$ cat config.mk
export PLATFORM = sky130hd
export DESIGN_NAME = bus_rr_arbiter_flat
export DESIGN_NICKNAME = d
export VERILOG_FILES = /design/src/rtl/bus_rr_arbiter_if.sv /design/src/rtl/bus_rr_arbiter.sv /design/src/flat_wrapper.sv
export SDC_FILE = /design/constraint.sdc
export NUM_CORES = 1
export LEC_CHECK = 0
export CORE_AREA = 2 2 39 41
export DETAILED_ROUTE_END_ITERATION = 8
export DIE_AREA = 0 0 41 43
export PLACE_DENSITY_LB_ADDON = 0.05
export SYNTH_ARGS = -nofsm -noshare
export SYNTH_HDL_FRONTEND = slang
export SYNTH_SLANG_ARGS = --single-unit
$ cat constraint.sdc
create_clock -name clk -period 1.7 [get_ports clk]
set_clock_uncertainty 0.15 [all_clocks]
set_input_delay 0.17 -clock clk [delete_from_list [all_inputs] [get_ports clk]]
set_output_delay 0.17 -clock clk [all_outputs]
set_load 0.01 [all_outputs]
$ cat src/rtl/bus_rr_arbiter_if.sv
// Request/grant bundle between the requesters and the round-robin arbiter.
interface bus_rr_arbiter_if #(
    parameter int unsigned CHANNEL = 2
);
    localparam int unsigned ID_W = ($clog2(CHANNEL) > 0) ? $clog2(CHANNEL) : 1;

    logic [CHANNEL-1:0] req;
    logic               done;
    logic [CHANNEL-1:0] grant;
    logic               grant_valid;
    logic [ID_W-1:0]    grant_id;
    logic               timeout_err;

    // Requester side drives requests and completion, observes the grant.
    modport master (
        output req, done,
        input  grant, grant_valid, grant_id, timeout_err
    );

    // Arbiter side.
    modport slave (
        input  req, done,
        output grant, grant_valid, grant_id, timeout_err
    );
endinterface

$ cat src/rtl/bus_rr_arbiter.sv
// Round-robin arbiter with transaction lock and optional hung-grant watchdog.
// The grant is a registered one-hot select for the downstream bus mux.
module bus_rr_arbiter #(
    parameter int unsigned CHANNEL = 2,
    parameter int unsigned TIMEOUT = 0
) (
    input  logic            clk,
    input  logic            rst,
    bus_rr_arbiter_if.slave bus
);
    localparam int unsigned ID_W  = ($clog2(CHANNEL) > 0) ? $clog2(CHANNEL) : 1;
    localparam int unsigned CNT_W = (TIMEOUT > 1) ? $clog2(TIMEOUT) : 1;
    localparam logic [CNT_W-1:0] CNT_LAST = (TIMEOUT > 0) ? CNT_W'(TIMEOUT - 1) : '0;
    localparam logic [ID_W-1:0]  ID_LAST  = ID_W'(CHANNEL - 1);

    typedef enum logic {
        IDLE = 1'b0,
        BUSY = 1'b1
    } state_t;

    state_t             state;
    logic [ID_W-1:0]    ptr;
    logic [CNT_W-1:0]   cnt;

    logic [CHANNEL-1:0] masked;
    logic [CHANNEL-1:0] cand;
    logic [ID_W-1:0]    win_id;
    logic [CHANNEL-1:0] win_oh;
    logic [ID_W-1:0]    ptr_next;
    logic               expire;
    logic               release_now;

    // Winner search: requests at or above ptr take precedence, else wrap to the lowest set bit.
    always_comb begin
        masked   = '0;
        cand     = '0;
        win_id   = '0;
        for (int i = 0; i < int'(CHANNEL); i++) begin
            masked[i] = bus.req[i] && (i >= int'(ptr));
        end
        cand = (|masked) ? masked : bus.req;
        for (int i = int'(CHANNEL) - 1; i >= 0; i--) begin
            if (cand[i]) begin
                win_id = ID_W'(i);
            end
        end
        win_oh   = CHANNEL'(1) << win_id;
        ptr_next = (win_id == ID_LAST) ? '0 : win_id + ID_W'(1);
    end

    // Watchdog expiry acts like done; a real done at the same edge takes precedence.
    always_comb begin
        expire      = (TIMEOUT != 0) && (state == BUSY) && !bus.done && (cnt == CNT_LAST);
        release_now = (state == BUSY) && (bus.done || expire);
    end

    // Grant FSM: lock the owner until release, then re-arbitrate back-to-back or drop to idle.
    always_ff @(posedge clk) begin
        if (rst) begin
            state           <= IDLE;
            ptr             <= '0;
            cnt             <= '0;
            bus.grant       <= '0;
            bus.grant_valid <= 1'b0;
            bus.grant_id    <= '0;
            bus.timeout_err <= 1'b0;
        end else begin
            bus.timeout_err <= 1'b0;
            case (state)
                IDLE: begin
                    if (|bus.req) begin
                        state           <= BUSY;
                        bus.grant       <= win_oh;
                        bus.grant_valid <= 1'b1;
                        bus.grant_id    <= win_id;
                        ptr             <= ptr_next;
                        cnt             <= '0;
                    end
                end
                BUSY: begin
                    if (release_now) begin
                        bus.timeout_err <= expire;
                        cnt             <= '0;
                        if (|bus.req) begin
                            bus.grant       <= win_oh;
                            bus.grant_valid <= 1'b1;
                            bus.grant_id    <= win_id;
                            ptr             <= ptr_next;
                        end else begin
                            state           <= IDLE;
                            bus.grant       <= '0;
                            bus.grant_valid <= 1'b0;
                            bus.grant_id    <= '0;
                        end
                    end else if (TIMEOUT != 0) begin
                        cnt <= cnt + CNT_W'(1);
                    end
                end
                default: begin
                    state <= IDLE;
                end
            endcase
        end
    end
endmodule

$ cat src/flat_wrapper.sv
// flat-port wrapper written by rule: the top's interface ports become plain ports
module bus_rr_arbiter_flat 
#(
    parameter int unsigned CHANNEL = 2,
    parameter int unsigned TIMEOUT = 0
)
  (clk, rst, bus_req, bus_done, bus_grant, bus_grant_valid, bus_grant_id, bus_timeout_err);
  bus_rr_arbiter_if #(.CHANNEL(CHANNEL)) bus_i ();
  input  logic clk;
  input  logic rst;
  input wire logic [$bits(bus_i.req)-1:0] bus_req;
  input wire logic [$bits(bus_i.done)-1:0] bus_done;
  output wire logic [$bits(bus_i.grant)-1:0] bus_grant;
  output wire logic [$bits(bus_i.grant_valid)-1:0] bus_grant_valid;
  output wire logic [$bits(bus_i.grant_id)-1:0] bus_grant_id;
  output wire logic [$bits(bus_i.timeout_err)-1:0] bus_timeout_err;
  assign bus_i.req = bus_req;
  assign bus_i.done = bus_done;
  assign bus_grant = bus_i.grant;
  assign bus_grant_valid = bus_i.grant_valid;
  assign bus_grant_id = bus_i.grant_id;
  assign bus_timeout_err = bus_i.timeout_err;
  bus_rr_arbiter #(.CHANNEL(CHANNEL), .TIMEOUT(TIMEOUT)) u_core (.clk(clk), .rst(rst), .bus(bus_i));
endmodule
* Yosys cells after proc, flatten, opt, wreduce, memory -nomap -nowiden *
Index checks and enable logic that the tools add are counted.

operators by class
  eq/ne operators = 2
  add/subtract/negate cells = 1
  reduce and logical (&&, ||, !) cells = 5
  magnitude comparators = 1
  shift-type cells = 1
  multipliers = 0
  div/mod/pow operators = 0
  bitwise logic cells = 1
  multiplexer cells = 21

operators by type and width
  operator             count
  $mux 1               13
  $pmux 1 s2           4
  $mux 2               3
  $pmux 2 s2           1
  $reduce_or 2->1      2
  $logic_and 1x1->1    2
  $ne 2x1->1 const B   1
  $ne 2x2->1 const B   1
  $reduce_and 2->1     1
  $shl 1x1->2 const A  1
  $add 1x1->1 const B  1
  $ge 1x1->1 const A   1
  $not 1->1            1

storage, ports and cells
  latch bits = 0
  register bits = 6
  word-level logic and storage cells = 37
  bits of input ports = 5
  ROM bits = 0
  memories kept = 0
  RAM bits = 0

* Longest topological paths before layout *
  depth in word-level cells = 10
  mapped depth = 3

* Worst setup path before layout *
Ideal clock, no wire load.

  path kind = register to register
  start = reg u_core.state
  end = reg u_core.bus.grant[1]
  period minus slack after synthesis = 1.199 ns
  cell stages (with the launch flop) = 4
  data arrival time = 0.946 ns
  library setup time = 0.103 ns
  slack = 0.501 ns
  required time = 1.447 ns
  cell sequence = dfxtp_1 > and2b_2 > o22ai_1 > a2111oi_2

between the ends
  word-level cells in the longest chain between the ends = 3

ends and longest elaborated chain
  what                                                line                     text
  start, declared                                     bus_rr_arbiter.sv:21     state_t state;
  start signal, assigned                              bus_rr_arbiter.sv:60     state <= IDLE;
  start signal, assigned                              bus_rr_arbiter.sv:72     state <= BUSY;
  start signal, assigned                              bus_rr_arbiter.sv:90     state <= IDLE;
  $logic_and 1x1->1 or $not 1->1 (tied branches)      --
  $ne 2x2->1 (no line) or $ne 2x1->1 (tied branches)  --
  $reduce_and 2->1 (no line)                          --
  end signal, assigned                                bus_rr_arbiter.sv:73     bus.grant <= win_oh;
  end signal, assigned                                bus_rr_arbiter.sv:85     bus.grant <= win_oh;
  end, declared                                       bus_rr_arbiter_if.sv:23  output grant, grant_valid, grant_id, timeout_err

Parallel ways exist; a longest one is shown, timed or not.
A chain may end at the register's enable or synchronous reset.

* Worst setup path in the final report *
  start = reg u_core.bus.grant[1]
  end = out bus_grant[1]

RTL lines
  what           line                text
  end, declared  flat_wrapper.sv:13  output wire logic [$bits(bus_i.grant)-1:0] bus_grant;

No word-level cell between the ends.

==> qor.yml <==
critical_path:
  crit_path_start: "u_core.bus.grant[1]$_SDFFE_PP0P_"
  cp-start-kind: "register"
  arrival_ns: 1.11
  path_cells: "clkdlybuf4s50_1"
  max_stage_delay_ns: 0.54
  required_ns: 1.38
  cp-end-kind: "primary output"
  crit_fanout: 3
  r2r_start: "u_core.state$_SDFF_PP0_"
  crit_type: "reg -> out"
  slowest_stage: "clkdlybuf4s50_1"
  crit_family: "buffers and inverters"
  crit_buf_inv: 1
sta:
  clock.fmax_mhz: 699
  rsz0062_at_grt: "false"
  fin_crit_ns: 1.43
  setup_viol: 0
  hold_viol: 0
  final_max_slew_viol_count: 0
  fin_tns_setup_ns: 0
  min_period_over_period_pct: 84.2
global_routing:
  grt_max_degree: 7
  grt-ovfl-total: 0
  grt.total_usage_pct: 8.43
  grt_antenna_before_repair: 0
  first_global_vias: 225
  grt_pass1_wl_um: 966
pwr:
  ir_worst_vdd_uv: 201
  p_sw_share_pct: 24.4
  seq_power_share_pct: 40.6
  power_uw: 334
  powerDensity_nw_per_um2: 921
  switchingPower_uw: 81.6
  pwr-share-comb_pct: 19.3
  internal_power_uw: 253
  p_clk_share_pct: 40.1
  total_leakage_power_uw: 0.000128
final_layout:
  drive_gt1_share_pct: 25.0
  syn_to_final_growth_pct: 48.7
  fin_nets: 42
  final_cell_area_um2: 363
  n_antenna_cell: 0
detailed_routing:
  dr.pass1.iters: 2
  ant_nets: 0
  num_vias: 226
  wl_um: 583
  post_drt_via_cell_ratio: 4.35
  drc: 0
  drt_iter0_markers: 1
  wl_per_cell_um: 11.2
synthesis:
  async_reset_ff_share_pct: 0
  synth_edf_count: 0
  synth_flop_cell: "dfxtp_1"
  synth_top_area_share_pct: 41.0
  ys_ff_latch: 5
  syn-cell-area_um2: 244
  synth_warnings: 0
  synthCells: 25
  yosys.cell_count.top_type: "dfxtp_1"
  synthTopCellsByCount: "5 x dfxtp_1, 4 x a21oi_1, 3 x nor2_1"
  yosys.area.top_type: "dfxtp_1"
  synth_cell_types: 13
  ys_seq_area_share_pct: 41.0
  syn_nets: 30
  avgSynthCellArea_um2: 9.76
  ys_top_cells_by_area: "dfxtp_1 41%, a2111oi_2 12%, a21oi_1 8.2%, a311oi_1 7.2%, buf_4 6.2%"
clock_tree:
  cts_tree: "yes"
  cts_buffers: 3
  cts.sinks: 5
  path_clk_slew_ns: 0.04
  postCtsResizedCells: 0
  cts_root_buf: "clkbuf_4"
  clock_latency_ns: 0.24
  h-tree-depth: 1
  post_cts_buffers: 0
  cts_hold_buffers: 0
  cts.path.max_buffers: 2
placed_design:
  gp_congestion: 0.700
  io_buffers: 8
  dp_hpwl_um: 425
  dpl_cell_area_um2: 337
die:
  die_x_um: 41
  die_area_um2: 1760
  dieHeight_um: 43
  core_area_um2: 1380
  rows: 14
  initial_core_util_pct: 17.6
  io_pins: 10
min_path:
  hold_path.class: "reg -> reg"
  hold_start: "u_core.ptr$_SDFFE_PP0P_"
outcome:
  run_status: "finished clean"
flow_run:
  maxCapViolations: 0
path summary, 6_finish.rpt:
kind                                       to  slack, ns  cells past startpoint
max                              bus_grant[1]       0.27                      1
max reg2reg  u_core.bus.grant[0]$_SDFFE_PP0P_       0.37                      3
min reg2reg           u_core.ptr$_SDFFE_PP0P_       0.37                      1
min                   u_core.ptr$_SDFFE_PP0P_       0.37                      1
cell type report:
cell class | count | area (µm²)
fill | 152 | 1020
multi-input combinational | 18 | 129
sequential | 5 | 100
timing repair buffer | 9 | 87.6
clock buffer | 4 | 26.3
tap | 16 | 20.0
kinds of logic after synthesis:
logic type,count (synthesis),share of synthesized area [%]
compound gates,11,38.0
buf+inv,2,6.15
flops,5,41.0
other cells,1,1.54
simple gates,6,13.3
cells in the final DEF, fill, tap and decap left out, drive strengths merged:
| cell type | Yosys | final |
|---|---|---|
| o2bb2ai | 1 | 1 |
| nand2b | 1 | 1 |
| dfxtp | 5 | 5 |
| a21oi | 4 | 4 |
| nor2 | 3 | 3 |
| a2111oi | 2 | 2 |
| clkbuf | 0 | 4 |
| buf | 2 | 1 |
| conb | 1 | 1 |
| o22ai | 1 | 1 |
| and2b | 1 | 1 |
| nand2 | 1 | 1 |
| clkdlybuf4s50 | 0 | 8 |
| a311oi | 2 | 2 |
| o21ba | 1 | 1 |
flip-flops by register name (all words and copies together), names as in the netlist:
signal / count
u_core.state: 1
u_core.bus.grant: 2
u_core.bus.grant_valid: 1
u_core.ptr: 1
power by group through the flow:
stage	Combinational, µW	Clock, µW	Sequential (µW)
6_report	64.4	134	136
5_1_grt	70.4	151	137
4_1_cts	65.0	140	136
3_5_place_dp	64.7	0	138
3_3_place_gp	65.7	0	138
2_1_floorplan	31.1	0	139
metrics by stage:
step / worst slack (ns) / cells / utilization, % / hold WS (ns)
6_report: 0.269 / 52 / 26.2 / 0.372
5_1_grt: 0.222 / 52 / 26.2 / 0.405
4_1_cts: 0.253 / 52 / 26.2 / 0.373
3_5_place_dp: 0.0388 / 48 / 24.3 / 0.367
3_3_place_gp: 0.0717 / 48 / 24.3 / 0.378
2_1_floorplan: 0.501 / 25 / - / 0.0889
layer usage:
layer	global-route usage [%]	share of wire (%)
met1	12.2	48
met2	8.44	40
met3	3.66	11
met4	8.00	1.0
met5	0	0
Power figures use the tool's default switching activity.
